### src/rtl/mem_port_arbiter_pkg.sv
// rtl/mem_port_arbiter_pkg.sv - shared defaults and last-winner encoding for mem_port_arbiter
package mem_port_arbiter_pkg;

    localparam int DEFAULT_WIDTH     = 16;
    localparam int DEFAULT_BURST_MAX = 8;

    typedef enum logic {
        LAST_CPU  = 1'b0,
        LAST_DISP = 1'b1
    } arb_state_e;

    // Burst counter must hold BURST_MAX and is never narrower than 4 bits.
    function automatic int burst_cnt_width(input int burst_max);
        int w;
        w = $clog2(burst_max + 1);
        return (w < 4) ? 4 : w;
    endfunction

endpackage

### src/rtl/mem_port_arbiter_arb2_core.sv
// rtl/mem_port_arbiter_arb2_core.sv - two-way grant logic with last-winner state and display burst limit
module arb2_core
    import mem_port_arbiter_pkg::*;
#(
    parameter int BURST_MAX = DEFAULT_BURST_MAX,
    parameter bit RR_EN     = 1'b0
) (
    input  logic clk,
    input  logic reset,
    input  logic cpu_req_i,
    input  logic disp_req_i,
    output logic cpu_gnt_o,
    output logic disp_gnt_o
);

    localparam int CW = burst_cnt_width(BURST_MAX);

    arb_state_e    state_q;
    logic [CW-1:0] burst_q;
    logic          burst_full;
    logic          disp_turn;

    assign burst_full = (burst_q >= CW'(BURST_MAX));
    // Display only wins contention when rotating away from a CPU win and its burst budget remains.
    assign disp_turn  = RR_EN && (state_q == LAST_CPU) && !burst_full;

    always_comb begin
        cpu_gnt_o  = 1'b0;
        disp_gnt_o = 1'b0;
        if (!reset) begin
            if (cpu_req_i && (!disp_req_i || !disp_turn)) begin
                cpu_gnt_o = 1'b1;
            end else if (disp_req_i) begin
                disp_gnt_o = 1'b1;
            end
        end
    end

    always_ff @(posedge clk) begin
        if (reset) begin
            state_q <= LAST_DISP;
            burst_q <= '0;
        end else begin
            if (cpu_gnt_o) begin
                state_q <= LAST_CPU;
            end else if (disp_gnt_o) begin
                state_q <= LAST_DISP;
            end
            if (disp_gnt_o) begin
                burst_q <= burst_full ? burst_q : burst_q + 1'b1;
            end else begin
                burst_q <= '0;
            end
        end
    end

endmodule

### src/rtl/mem_port_arbiter.sv
// rtl/mem_port_arbiter.sv - CPU/display arbiter for memory port B; MEM_ARB_ROUND_ROBIN_EN selects round-robin
module mem_port_arbiter
    import mem_port_arbiter_pkg::*;
#(
    parameter int WIDTH     = DEFAULT_WIDTH,
    parameter int BURST_MAX = DEFAULT_BURST_MAX
) (
    input  logic             clk,
    input  logic             reset,
    input  logic             cpu_req,
    input  logic             cpu_we,
    input  logic [WIDTH-1:0] cpu_addr,
    input  logic [WIDTH-1:0] cpu_wdata,
    output logic             cpu_gnt,
    output logic             cpu_rvalid,
    output logic [WIDTH-1:0] cpu_rdata,
    input  logic             disp_req,
    input  logic [WIDTH-1:0] disp_addr,
    output logic             disp_gnt,
    output logic             disp_rvalid,
    output logic [WIDTH-1:0] disp_rdata,
    output logic             mem_we_b,
    output logic [WIDTH-1:0] mem_addr_b,
    output logic [WIDTH-1:0] mem_data_b,
    input  logic [WIDTH-1:0] mem_q_b
);

`ifdef MEM_ARB_ROUND_ROBIN_EN
    localparam bit RR_EN = 1'b1;
`else
    localparam bit RR_EN = 1'b0;
`endif

    logic             cpu_pend_q;
    logic             disp_pend_q;
    logic [WIDTH-1:0] cpu_hold_q;
    logic [WIDTH-1:0] disp_hold_q;

    arb2_core #(
        .BURST_MAX (BURST_MAX),
        .RR_EN     (RR_EN)
    ) u_core (
        .clk        (clk),
        .reset      (reset),
        .cpu_req_i  (cpu_req),
        .disp_req_i (disp_req),
        .cpu_gnt_o  (cpu_gnt),
        .disp_gnt_o (disp_gnt)
    );

    always_comb begin
        mem_we_b   = 1'b0;
        mem_addr_b = '0;
        mem_data_b = '0;
        if (cpu_gnt) begin
            mem_we_b   = cpu_we;
            mem_addr_b = cpu_addr;
            mem_data_b = cpu_wdata;
        end else if (disp_gnt) begin
            mem_addr_b = disp_addr;
        end
    end

    // mem_q_b arrives the cycle after the grant, so it is forwarded live and latched for holding.
    always_ff @(posedge clk) begin
        if (reset) begin
            cpu_pend_q  <= 1'b0;
            disp_pend_q <= 1'b0;
            cpu_hold_q  <= '0;
            disp_hold_q <= '0;
        end else begin
            cpu_pend_q  <= cpu_gnt;
            disp_pend_q <= disp_gnt;
            if (cpu_pend_q) begin
                cpu_hold_q <= mem_q_b;
            end
            if (disp_pend_q) begin
                disp_hold_q <= mem_q_b;
            end
        end
    end

    assign cpu_rvalid  = cpu_pend_q && !reset;
    assign disp_rvalid = disp_pend_q && !reset;
    assign cpu_rdata   = reset ? '0 : (cpu_pend_q ? mem_q_b : cpu_hold_q);
    assign disp_rdata  = reset ? '0 : (disp_pend_q ? mem_q_b : disp_hold_q);

endmodule

### config.mk
export PLATFORM = sky130hd
export DESIGN_NAME = mem_port_arbiter
export DESIGN_NICKNAME = d
export VERILOG_FILES = /design/src/rtl/mem_port_arbiter_pkg.sv /design/src/rtl/mem_port_arbiter_arb2_core.sv /design/src/rtl/mem_port_arbiter.sv
export SDC_FILE = /design/constraint.sdc
export NUM_CORES = 1
export LEC_CHECK = 0
export CORE_AREA = 2 2 78 80
export CTS_CLUSTER_SIZE = 24
export DETAILED_ROUTE_END_ITERATION = 10
export DIE_AREA = 0 0 80 82
export HOLD_SLACK_MARGIN = 0.1
export PLACE_DENSITY = 0.71
export SLEW_MARGIN = 15
export SYNTH_ARGS = -nofsm -noshare
export SYNTH_HDL_FRONTEND = slang
export SYNTH_SLANG_ARGS = --single-unit
export TNS_END_PERCENT = 5
### constraint.sdc
create_clock -name clk -period 0.9 [get_ports clk]
set_input_delay 0.135 -clock clk [delete_from_list [all_inputs] [get_ports clk]]
set_output_delay 0.135 -clock clk [all_outputs]
set_load 0.005 [all_outputs]
==> reports/summary.txt, run 1 <==
Slew @ Worst Pin: 260 ps
Leakage: 0.00158 µW
GRT Total Usage: 0.193
Post-Synth Adder-Cell Area: 0
F_max: 731 MHz
Top cells by area, synth: dfxtp_1 44%, mux2i_1 20%, a32o_1 10%, nor2_1 7.7%, and2_1 7.6%
Async SR Flop Fraction: 0
Synth Area in Compound Gates: 0.102
Post-synth EDFFs: 0
Core ar.: 0.00575 mm²
Post-synth top area share: 0.435
CP Data Arrival Time: 1230 ps
Routing usage on met2: 0.327
Final core utilization: 0.590
Skew final: 5.34 ps
Width of the chip: 80 µm
Hold depth: 3
Register area: 688 µm²
Synth Net Count: 223
Hold Worst Slack: 217 ps
Unique masters post-synth: 12
# IOs: 138
Nets: 405
Post-Syn Area: 0.00156 mm²
Avg WL per Cell: 15.2 µm
Ys flop type: dfxtp_1
Endpoints failing setup: 88
Final worst setup slack: -468 ps
Final instance area: 0.00339 mm²
RD Place Congestion: 0.808
Global route hottest layer: met2
Multiplexer share of the synthesized area: 0.205
Max Fanout on Critical Path: 7
WL final: 6.26 mm
GRT met1 Usage: 0.238
Main combinational cell family by area after synthesis: multiplexers
Worst min-delay path class: in2reg
Die height: 82 µm
Layout cells sized above 1: 0.430
Clock buffer depth: 2
Most frequent cell after synthesis: dfxtp_1
H-tree depth: 2
Failing checks: setup timing
CTS root buf: clkbuf_8
Seq/Total Area, Yosys: 0.435
Number of cell rows: 28
Sw Ratio: 0.241
Fin crit period: 1370 ps
Total chip power: 3820 µW
Fillers: 514
Final Cycle Share: 1.52
GRT overflow: 0
Port Buffer Count: 137
RSZ-0062 raised after global routing: yes
Initial antenna violation count: 0
CTS buffer count: 5
Area of the multi-input gates: 790 µm²
Routing usage on met3: 0.0549
Post-synth top cells: 34 x dfxtp_1, 32 x mux2i_1, 32 x nor2_1
Count of warnings emitted by yosys: 0
Synthesis-stage register bit count: 34
N_diodes: 0
Largest net degree at the start of global routing: 28
Synth Area in Simple Gates: 0.174
Clock sinks: 34
First-pass DRT Iterations: 4
Post-Syn Instances: 154
Top cell type by total area after synthesis: dfxtp_1
Combinational Power Share: 0.285
Rel. slew slack: 0.827
1st-iter DRT viols: 96
R2r worst-path depth: 7
Pwr dens: 1130 mW/mm²
CTS tree: built
P_sw: 922 µW
Avg Inst Size Synth: 10.2 µm²
Via count: 1803
Outcome: finished with violations
ANT nets after route: 0
Clock Latency Late Sink: 280 ps
Die area: 0.00656 mm²
Drt drc: 0
Initial cell density of the core: 0.272
Area Growth Syn to Fin: 117%
Pint: 2900 µW
Vias/cell: 4.38
Detailed-placement wirelength estimate: 3.98 mm
Vias in the first global route: 1840
Hold Vio Cnt, Final: 0
Clock power frac: 0.300
Seq pwr share: 0.415
Critical path required time: 760 ps
XOR/XNOR share of the synthesized area: 0
First-pass GRT wire length: 9.56 mm
Peak VDD IR: 823 µV
Max-slew violations: 0
Clock-pin slew on the worst setup and hold paths: 70 ps
Startpoint types: flip-flop
Worst setup EP type: output port
Max Cap Violations: 0
Instance area at placement: 0.00304 mm²
CP Class: reg2out
## logic make-up (layout without fill, tap and decap cells)
family / after synthesis / in the layout
compound gates: 16 / 16
mux: 32 / 32
buf+inv: 16 / 199
flops: 34 / 34
simple gates: 56 / 56
## power by group through the flow
stage                     Sequential, µW  Clock, µW  Combinational [µW]
after floorplan                     1610          0                 330
after global placement              1620          0                 943
after detailed placement            1620          0                 951
after CTS                           1590       1190                1090
after global routing                1590       1260                1170
final                               1590       1150                1090
## metrics by stage
stage	TNS [ps]	worst slack (ps)	cells
after floorplan	-2120	-61.5	154
after global placement	-69570	-946	362
after detailed placement	-69140	-964	362
after CTS	-25500	-535	413
after global routing	-28230	-532	412
final	-23020	-468	412
## worst max-delay path: stages (launching register included)
cell,delay (ps)
dfxtp_4,420
buf_12,140
mux2i_1,200
nor2_1,70
buf_2,130
## per-layer routing
metal / up-vias / part of all wire
met4: 0 / 0.022
li1: 898 / -
met3: 13 / 0.056
met5: - / 0
met2: 60 / 0.49
met1: 832 / 0.44
## what timing repair did
action	4_1_cts	5_1_grt
gates resized for setup	329	19
setup endpoints to repair	99	100
pin swaps	38	22
buffers inserted	33	0
endpoints found under the hold margin	1	0
gates cloned	9	0
hold buffers	1	0
## layout make-up
class	instances	share of cell area
inverters	1	0.00111
well taps	75	0.0277
flip-flops and latches	34	0.203
repair buffers	190	0.507
multi-input cells	104	0.233
clock inverters	2	0.00369
clock buffers	6	0.0244
## cell usage in the layout, fill, tap and decap left out
cell type	Yosys	layout
dlygate4sd2_1	0	1
nor2b_1	4	3
a32o_1	16	16
nor2_1	32	32
dfxtp_4	0	2
buf_2	2	54
nor2b_4	0	2
and2_1	19	11
buf_8	0	2
mux2i_2	0	1
mux2i_1	32	31
clkinv_2	0	1
dlygate4sd3_1	0	1
dfxtp_1	34	32
clkdlybuf4s50_1	0	64
clkdlybuf4s15_1	0	1
clkbuf_8	0	6
clkinvlp_4	0	1
inv_2	1	1
buf_6	8	41
and2_4	0	8
buf_4	2	12
clkbuf_2	0	7
bufbuf_16	0	1
buf_12	0	5
buf_16	0	1
## path summary, 6_finish.rpt
check | slack (ps) | to | startpoint
min reg2reg | 510 | cpu_hold_q[4] | cpu_hold_q[4]
min | 220 | disp_hold_q[2] | reset
max reg2reg | -440 | disp_hold_q[13] | disp_pend_q
max | -470 | disp_rdata[3] | disp_pend_q
## state kept, by name (all words and copies together), names as in the netlist
signal	cells
disp_hold_q	16
cpu_hold_q	16
cpu_pend_q	1
disp_pend_q	1
Note: power is estimated with default switching activity, not from simulation.
==> run 2, diff against run 1 <==
--- a/config.mk
+++ b/config.mk
@@ -5,12 +5,13 @@
 export SDC_FILE = /design/constraint.sdc
 export NUM_CORES = 1
 export LEC_CHECK = 0
-export CORE_AREA = 2 2 78 80
+export CORE_AREA = 2 2 67 94
+export CTS_CLUSTER_DIAMETER = 30
 export CTS_CLUSTER_SIZE = 24
 export DETAILED_ROUTE_END_ITERATION = 10
-export DIE_AREA = 0 0 80 82
+export DIE_AREA = 0 0 69 96
 export HOLD_SLACK_MARGIN = 0.1
-export PLACE_DENSITY = 0.71
+export PLACE_DENSITY = 0.7
 export SLEW_MARGIN = 15
 export SYNTH_ARGS = -nofsm -noshare
 export SYNTH_HDL_FRONTEND = slang
==> run 2 against run 1 <==
Against the previous run:
- the flow still finishes with violations (setup timing)
- worst setup slack gained 36 ps
- fmax grew 2.7%
- final area shrank 2.8%
- combinational power shrank 4%
- non-clock buffer count shrank 7
- critical path type unchanged
- critical endpoint unchanged
- largest cell class unchanged
==> reports/summary.txt, run 2 (synthesis gave the netlist of run 1 again) <==
Clock buffer depth: 2
Slowest stage delay, CP: 370 ps
Startpoint types: flip-flop
Buf+Inv Stages, Crit Path: 2
Largest net degree at the start of global routing: 23
Avg WL per Cell: 15.1 µm
# IOs: 138
R2r worst-path depth: 6
Vias/cell: 4.53
Rel. slew slack: 0.852
Clock sinks: 34
CP Data Arrival Time: 1200 ps
Dpl cells: 358
Pint: 2780 µW
Number of cell rows: 33
Die area: 0.00662 mm²
GRT Total Usage: 0.179
Commonest non-fill, non-tap cell in the layout: clkdlybuf4s50_1
Nets: 398
Reg2reg end: disp_hold_q[11]
Area Growth Syn to Fin: 110%
Initial cell density of the core: 0.271
Min-Delay Endpoint: cpu_pend_q
RSZ-0062 raised after global routing: yes
Register area: 688 µm²
Setup WS pre-CTS: -972 ps
Most frequent cells in the layout: 63 x clkdlybuf4s50_1, 54 x buf_2, 34 x buf_6
N_diodes: 0
Failing checks: setup timing
Peak VDD IR: 590 µV
GRT overflow: 0
F_max: 751 MHz
Via count: 1808
Critical Path, Cell by Cell: buf_8 -> mux2i_2 -> nor2_2 -> buf_2
Max-slew violations: 0
Seq pwr share: 0.434
Layout cells sized above 1: 0.422
Port Buffer Count: 137
1st-iter DRT viols: 47
Cell Count, Final, Fillers Out: 399
Final worst setup slack: -432 ps
Fin crit period: 1330 ps
Vias in the first global route: 1909
Regs by FF count: cpu_hold_q x16, disp_hold_q x16
Slew @ Worst Pin: 222 ps
Final Cycle Share: 1.48
Outcome: finished with violations
Worst min-delay path class: in2reg
Slowest CP cell: dfxtp_4
Core ar.: 0.00578 mm²
Final instance area: 0.00329 mm²
Critical path required time: 760 ps
CTS buffer count: 5
Fillers: 544
CP Class: reg2out
CTS root buf: clkbuf_8
Total chip power: 3660 µW
Worst R2R Start: disp_pend_q
Detailed-placement wirelength estimate: 4.31 mm
FF-to-FF setup slack: -320 ps
Skew final: 4.29 ps
ANT nets after route: 0
Combinational Power Share: 0.287
Area of the multi-input gates: 816 µm²
Max Cap Violations: 0
Die height: 96 µm
Leakage: 0.00152 µW
RD Place Congestion: 0.751
WL final: 6.01 mm
Hold Worst Slack: 127 ps
H-tree depth: 2
First-pass GRT wire length: 9.27 mm
Hold Vio Cnt, Final: 0
HP Start: cpu_req
Drt drc: 0
Hold depth: 2
Worst setup EP type: output port
Crit path max-delay family: flip-flops
Width of the chip: 69 µm
Endpoints failing setup: 76
First-pass DRT Iterations: 4
Pwr dens: 1110 mW/mm²
Sw Ratio: 0.239
P_sw: 876 µW
Clock-pin slew on the worst setup and hold paths: 60 ps
Clock Latency Late Sink: 280 ps
Clock power frac: 0.279
Initial antenna violation count: 0
CTS tree: built
Max Fanout on Critical Path: 6
Instance area at placement: 0.00303 mm²
-- run 2: cell type report --
type	instances	share of cell area
Multi-Input combinational cell	104	0.248
Clock buffer	7	0.0232
Sequential cell	34	0.209
Timing Repair Buffer	183	0.490
Tap cell	70	0.0266
Inverter	1	0.00266
-- run 2: repair_timing --
item / 4_1_cts / 5_1_grt
resized for setup: 314 / 28
pin swaps: 29 / 16
buffers inserted: 33 / 1
gates cloned: 5 / 0
setup endpoints to repair: 90 / 98
hold buffers: 0 / 0
-- run 2: metrics by stage --
stage,util,TNS [ps]
4_1_cts,0.563,-20840
3_3_place_gp,0.524,-70090
5_1_grt,0.569,-23850
6_report,0.569,-19970
3_5_place_dp,0.524,-69020
2_1_floorplan,-,-2120
-- run 2: power by group through the flow --
stage	registers [µW]	clock network (µW)	logic (µW)
global route	1590	1130	1130
CTS	1590	1050	1030
finish	1590	1020	1050
global placement	1620	0	952
floorplan	1610	0	330
detailed placement	1620	0	956
-- run 2: worst register-to-register path, delay by kind of cell (launching register included) --
family                 cells  cell delay, ps
multiplexers               1             190
AND/OR/NAND/NOR            1              80
flip-flops                 1             370
buffers and inverters      4             490
-- run 2: worst max-delay path by stage --
stage / from / end / depth (start not counted)
global route: disp_pend_q / disp_rdata[8] / 4
floorplan: cpu_pend_q / cpu_hold_q[10] / 4
finish: disp_pend_q / disp_rdata[3] / 4
detailed placement: reset / mem_addr_b[15] / 5
CTS: cpu_pend_q / cpu_rdata[15] / 4
global placement: reset / mem_addr_b[15] / 5
-- run 2: per-layer routing --
layer	global-route usage	wire length (µm)	up-vias	part of all wire
met5	0	0	-	0
met1	0.180	2080	822	0.35
met4	0.0556	72	0	0.012
met3	0.0576	557	6	0.093
li1	-	-	879	-
met2	0.350	3300	101	0.55
==> run 3, diff against run 2 <==
--- a/config.mk
+++ b/config.mk
@@ -5,13 +5,13 @@
 export SDC_FILE = /design/constraint.sdc
 export NUM_CORES = 1
 export LEC_CHECK = 0
-export CORE_AREA = 2 2 67 94
+export ABC_AREA = 1
+export CORE_AREA = 2 2 66 93
 export CTS_CLUSTER_DIAMETER = 30
 export CTS_CLUSTER_SIZE = 24
 export DETAILED_ROUTE_END_ITERATION = 10
-export DIE_AREA = 0 0 69 96
-export HOLD_SLACK_MARGIN = 0.1
-export PLACE_DENSITY = 0.7
+export DIE_AREA = 0 0 68 95
+export PLACE_DENSITY = 0.72
 export SLEW_MARGIN = 15
 export SYNTH_ARGS = -nofsm -noshare
 export SYNTH_HDL_FRONTEND = slang
==> run 3 against run 2 <==
Against the previous run:
- the run still ends with setup timing left
- clock power is 14% higher
- sequential share of layout area is 0.59 points lower
- fmax is 1.4% higher
- clock-buffer cell count is 1 lower
- cell count is 21% higher
- first-iteration DRC count is 64% lower
- register-to-register slack better by 190 ps
- flip-flop and latch count stayed put
- core utilization is 2.5 points higher
- critical path depth is 1 higher
- clock skew is 1.6 ps lower
- final area is 2.9% higher
==> reports/summary.txt, run 3 <==
Outcome: finished with violations
Failing checks: setup timing
Startpoint types: flip-flop
Clock Latency Late Sink: 280 ps
CP Class: reg2out
Leakage: 0.00176 µW
Multiplexer share of the synthesized area: 0
Max-slew violations: 0
CTS buffer count: 5
Via count: 2159
Reg2reg end: disp_hold_q[4]
Max Cap Violations: 0
FF-to-FF setup slack: -130 ps
Detailed-placement wirelength estimate: 4.59 mm
H-tree depth: 2
Count of warnings emitted by yosys: 0
# IOs: 138
Skew final: 2.69 ps
RD Place Congestion: 0.766
Max Fanout on Critical Path: 5
Regs by FF count: cpu_hold_q x16, disp_hold_q x16
Hold Vio Cnt, Final: 0
Most frequent cells in the layout: 67 x nor2_1, 67 x buf_2, 47 x clkdlybuf4s50_1
Post-Syn Instances: 239
GRT overflow: 0
Register area: 688 µm²
Initial cell density of the core: 0.281
ANT nets after route: 0
1st-iter DRT viols: 17
Post-Syn Area: 0.00160 mm²
Layout cells sized above 1: 0.414
Clock buffer depth: 2
Drt drc: 0
Global route hottest layer: met2
Seq/Total Area, Yosys: 0.426
Clock sinks: 34
Clock-pin slew on the worst setup and hold paths: 70 ps
Hold depth: 5
CTS tree: built
Post-Synth Adder-Cell Area: 0
Post-synth EDFFs: 0
WL final: 6.47 mm
Routing usage on met2: 0.356
HP Start: reset
CTS root buf: clkbuf_8
First-pass GRT wire length: 9.47 mm
Synth Net Count: 308
Initial antenna violation count: 0
RSZ-0062 raised after global routing: yes
Async SR Flop Fraction: 0
Fillers: 556
Worst R2R Start: disp_pend_q
Fin crit period: 1310 ps
Routing usage on met3: 0.0644
Core ar.: 0.00570 mm²
Top cells by area, synth: dfxtp_1 43%, nor2_1 20%, o21ai_0 10%, nand2_1 7.7%, nand4_1 6.3%
Most frequent cell after synthesis: nor2_1
Slew @ Worst Pin: 164 ps
Die area: 0.00646 mm²
Synth Area in Simple Gates: 0.354
Avg Inst Size Synth: 6.69 µm²
Pwr dens: 1160 mW/mm²
Area Growth Syn to Fin: 112%
Area of the multi-input gates: 862 µm²
Main combinational cell family by area after synthesis: simple AND/OR/NAND/NOR gates
Worst min-delay path class: in2reg
Vias in the first global route: 2070
Min-Delay Endpoint: disp_pend_q
Final Cycle Share: 1.46
Endpoints failing setup: 71
R2r worst-path depth: 5
Largest net degree at the start of global routing: 19
Vias/cell: 4.49
Avg WL per Cell: 13.4 µm
Nets: 479
GRT met1 Usage: 0.185
Unique masters post-synth: 12
Instance area at placement: 0.00316 mm²
N_diodes: 0
Peak VDD IR: 869 µV
Post-synth top cells: 86 x nor2_1, 34 x dfxtp_1, 33 x nand2_1
Die height: 95 µm
Synth Area in Compound Gates: 0.100
GRT Total Usage: 0.194
Top cell type by total area after synthesis: dfxtp_1
Width of the chip: 68 µm
Worst setup EP type: output port
Ys flop type: dfxtp_1
Critical path required time: 760 ps
Setup WS pre-CTS: -883 ps
First-pass DRT Iterations: 4
Post-synth top area share: 0.426
Synthesis-stage register bit count: 34
Number of cell rows: 33
Port Buffer Count: 137
XOR/XNOR share of the synthesized area: 0
CP Data Arrival Time: 1180 ps
Final worst setup slack: -414 ps
F_max: 761 MHz
Rel. slew slack: 0.890
Final instance area: 0.00339 mm²
## run 3: power by group
part | switching [µW] | leakage [µW] | internal (µW)
Sequential | 43.2 | 0.000281 | 1590
Combinational | 452 | 0.00143 | 664
Clock | 549 | 0.0000472 | 614
## run 3: cell type report
type                       count  share of cell area
tap                           70              0.0259
clock buffer                   6              0.0244
inverter                      22              0.0303
timing repair buffer         179               0.458
multi-input combinational    168               0.255
sequential                    34               0.203
clock inverter                 2             0.00370
## run 3: cell families after synthesis
kind of cell / Yosys count
and+or+nand+nor: 136
buffers and inverters: 37
DFF: 34
AOI/OAI and AO/OA: 32
## run 3: how the worst max path moves through the flow
stage | depth (start not counted) | startpoint | end
3_3_place_gp | 7 | reset | mem_addr_b[9]
4_1_cts | 4 | cpu_pend_q | cpu_rdata[4]
3_5_place_dp | 7 | reset | mem_addr_b[12]
2_1_floorplan | 4 | disp_pend_q | disp_rdata[10]
5_1_grt | 4 | disp_pend_q | disp_rdata[0]
6_report | 5 | disp_pend_q | disp_rdata[6]
## run 3: per-layer routing
layer / vias to the layer above / routed length [µm] / part of all wire
met5: - / 0 / 0
met1: 958 / 2190 / 0.34
li1: 1093 / - / -
met3: 14 / 661 / 0.10
met2: 94 / 3430 / 0.53
met4: 0 / 186 / 0.029
## run 3: critical path, cell delays in order, from the launching register on
cell and delay (ps):
dfxtp_4 370, buf_6 120, buf_6 110, o21ai_2 120
nor2_2 60, buf_2 120
## run 3: repair_timing
action                     4_1_cts  5_1_grt
hold buffers                     0        0
buffers inserted                17        0
gates cloned                     4        0
resized for setup              381       30
pin swaps                       71       27
setup endpoints to repair       85       74
## run 3: stage by stage
step	setup TNS, ps	hold slack [ps]	total power (µW)	std cells	utilization
after floorplan	-425	334	1970	239	-
after global placement	-64090	496	2690	452	0.554
after detailed placement	-66210	502	2700	452	0.554
after CTS	-16480	336	3910	481	0.578
after global routing	-19920	351	4110	481	0.594
final	-15940	332	3910	481	0.594
